`config.mk`:
```
export PLATFORM = sky130hd
export DESIGN_NAME = icache_bk_sat_counter
export DESIGN_NICKNAME = d
export VERILOG_FILES = /design/src/rtl/icache_bk_ctrl_pkg.sv /design/src/rtl/icache_bk_sat_counter.sv
export SDC_FILE = /design/constraint.sdc
export NUM_CORES = 1
export LEC_CHECK = 0
export CAP_MARGIN = 20
export CORE_UTILIZATION = 30
export CTS_CLUSTER_DIAMETER = 80
export DETAILED_ROUTE_END_ITERATION = 10
export HOLD_SLACK_MARGIN = 0.15
export SKIP_LAST_GASP = 1
export SYNTH_ARGS = -nofsm -noshare
export SYNTH_HDL_FRONTEND = slang
export SYNTH_SLANG_ARGS = --single-unit
```
`constraint.sdc`:
```
create_clock -name clk -period 1.8 [get_ports clk]
set_clock_uncertainty 0.1 [all_clocks]
set_input_delay 0.18 -clock clk [delete_from_list [all_inputs] [get_ports clk]]
set_output_delay 0.18 -clock clk [all_outputs]
set_load 0.005 [all_outputs]
```
`src/rtl/icache_bk_ctrl_pkg.sv`:
```
// ============================================================================
// Module      : rv32i_types (package)
// Description : Shared types for the backup instruction-cache controller:
//               the controller state enumeration and counter width default.
// Revision    : 1.0 - initial release
// ============================================================================
`default_nettype none

package rv32i_types;

    // Default width of the optional hit/miss performance counters
    localparam int CNT_W_DEFAULT = 32;

    // Controller states; encoding 2'b11 is illegal and recovers to CHECK
    typedef enum logic [1:0] {
        CHECK   = 2'b00,
        FILL    = 2'b01,
        RECHECK = 2'b10
    } icache_ctrl_state_t;

endpackage

`default_nettype wire

```
`src/rtl/icache_bk_sat_counter.sv`:
```
// ============================================================================
// Module      : icache_bk_sat_counter
// Description : CNT_W-bit up-counter that sticks at all-ones. Cleared only by
//               the asynchronous active-low reset.
// Revision    : 1.0 - initial release
// ============================================================================
`default_nettype none

module icache_bk_sat_counter
    import rv32i_types::*;
#(
    parameter int CNT_W = CNT_W_DEFAULT
) (
    input  logic             clk,
    input  logic             rst,
    input  logic             inc,
    output logic [CNT_W-1:0] count
);

    localparam logic [CNT_W-1:0] C_ONE = {{(CNT_W-1){1'b0}}, 1'b1};

    // Count up on inc, holding once every bit is set
    always_ff @(posedge clk or negedge rst) begin
        if (!rst) begin
            count <= '0;
        end else if (inc && (count != '1)) begin
            count <= count + C_ONE;
        end
    end

endmodule

`default_nettype wire

```
==> impl_metrics.tcl <==
set metrics [dict create \
    ys.flop_type "dfrtp_1" \
    status "finished with violations" \
    placed_area_mm2 0.00247 \
    clock_latency_ns 0.29 \
    worst_pin_slew_ns 0.401 \
    ios 35 \
    largest_reg_flops 32 \
    cp.required_ns 1.87 \
    htreeDepth 2 \
    viasPerCell 4.75 \
    dpl.hpwl_um 3020 \
    drive_above_1_share_pct 36.4 \
    grt.overflow.total 0 \
    irDropWorstVdd_mv 0.654 \
    cp-start-kind "flip-flop" \
    grt_max_degree 33 \
    rsz0062_at_grt "true" \
    ctsHoldBuffers 0 \
    top_register "count" \
    fmax_mhz 526 \
    port_buffers 34 \
    yosysTopAreaCell "dfrtp_1" \
    grt_pass1_vias 1377 \
    clockBufferDepth 2 \
    core-area_mm2 0.00517 \
    ys_seq_elements 32 \
    failed_checks "negative setup slack" \
    synth_seq_area_share_pct 49.3 \
    yosysMostFrequentCell "dfrtp_1" \
    numCtsBuffers 5 \
    die_x_um 75.6 \
    largestRegisters "count: 32 flops" \
    drt_iter0_drc 81 \
    avgSynthCellArea_um2 10.8 \
    netlist.area_leader.share_pct 49.3 \
    cp.arrival_ns 1.97 \
    cellLeakagePower_nw 1.17 \
    drv_cap 0 \
    initial_core_util_pct 31.4 \
    num_rows 26 \
    slew_viol_final 0 \
    wire_per_inst_um 13.5 \
    syn2layout_area_growth_pct 65.2 \
    place_ws_ns -0.110 \
    min_path_type "in -> async" \
    clk_transition_reported_paths_ns 0.07 \
    syn_inst 151 \
    maxSlewHeadroom_pct 73.3 \
    finish.utilization_pct 51.9 \
    remaining_drc_errors 0 \
    finalHoldWorstSlack_ns 0.197 \
    p_per_area_mw_per_mm2 722 \
    fin_total_pwr_mw 1.94 \
    dr.pass1.iters 4 \
    syn-cell-area_mm2 0.00162 \
    die-area_mm2 0.00571 \
    async_reset_ff_share_pct 100 \
    cp-end-kind "flip-flop" \
    yosys_warnings 0 \
    hold_viol_final 0 \
    yosys-top-cells-area "dfrtp_1 49%, xnor2_1 13%, nand4_1 5.8%, nand3_1 4.6%, nand2_1 3.7%" \
    tritoncts "built" \
    place_congestion 0.762 \
    wirelength_um 4310 \
    worst-path-max-fanout 3 \
    die_h_um 75.6 \
    vias 1520 \
    final_cell_area_mm2 0.00268 \
    synth_edf_count 0 \
    period_share_pct 106 \
    syn_nets 155 \
    diodes 0 \
    finalSetupViolCount 24 \
    period_needed_ns 1.90 \
    antenna_found_initial 0 \
    synth_common_cells "32 x dfrtp_1, 24 x xnor2_1, 16 x nand2_1" \
    num-nets-final 254 \
    ctsRootBufferMaster "clkbuf_8" \
    grt_pass1_wl_um 6580 \
    synth_cell_types 30 \
    setup_slack_ns -0.103 \
    rr_worst_depth 4 \
    grt_usage_pct 16.2 \
    crit_type "reg -> reg" \
    final_antenna_net_count 0 \
    clock-sinks 32 \
    final.fill_count 465 \
]
==> where the power goes <==
part           switching, mW  internal [mW]  total, mW
Sequential            0.0887          0.799      0.888
Clock                  0.252          0.262      0.515
Combinational          0.207          0.327      0.534
Total                  0.548           1.39       1.94
==> routing by layer <==
| metal | track usage [%] | part of all wire, % |
|---|---|---|
| met5 | 0 | 0 |
| met4 | 7.20 | 2.1 |
| met3 | 5.29 | 4.6 |
| met2 | 22.8 | 45 |
| met1 | 22.6 | 49 |
==> path summary, 6_finish.rpt <==
path	slack, ns	end	startpoint
min reg2reg	0.41	count[0]	count[0]
min in group clk	0.41	count[0]	count[0]
max in group asynchronous	1.11	count[10]	rst
min	0.20	count[23]	rst
max reg2reg	-0.10	count[1]	count[7]
max	-0.10	count[1]	count[7]
==> cell type report <==
cell class                 count  area, µm²  area share (%)
tap                           70       87.6            3.26
multi-input combinational    116        907            33.8
sequential                    32        801            29.9
clock inverter                 1       5.00           0.187
inverter                       1       3.75           0.140
clock buffer                   6       72.6            2.71
timing repair buffer          94        806            30.0
==> worst max-delay path, stage by stage, from the launching register on <==
cell     delay [ns]
dfrtp_1        0.37
nand2_1        0.08
or4_4          0.59
o31ai_4        0.32
mux2_4         0.32
==> cell usage in the layout (no fill, tap or decap), types with 3 or more instances in the layout <==
cell	count
buf_6	4
nand2_1	13
nand3_1	11
clkbuf_8	5
nand3_2	5
nor3_4	4
dfrtp_1	32
and4_1	3
clkdlybuf4s50_1	34
nand4_1	15
nand2_2	4
xnor2_1	24
buf_4	56
nor2_1	7
xor2_1	5
==> per-stage QoR <==
stage,TNS (ns),instances
floorplan,-0.245,151
global placement,-0.380,307
detailed placement,-0.449,307
CTS,-0.200,318
global route,-3.96,320
finish,-1.22,320
==> cell families after synthesis <==
| logic type | after synthesis | synth area share [%] |
|---|---|---|
| and+or+nand+nor | 78 | 28.5 |
| DFF | 32 | 49.3 |
| xor gates and xnor gates | 29 | 15.6 |
| AOI/OAI and AO/OA | 6 | 3.24 |
| buffers and inverters | 3 | 1.16 |
| muxes | 2 | 1.39 |
| adders and majority gates | 1 | 0.770 |
==> repair_timing <==
action,4_1_cts,5_1_grt
hold endpoints to repair,0,0
pin swaps,3,20
gates resized for setup,5,16
setup endpoints to repair,7,30
buffers inserted,4,4
Power figures use the tool's default switching activity.
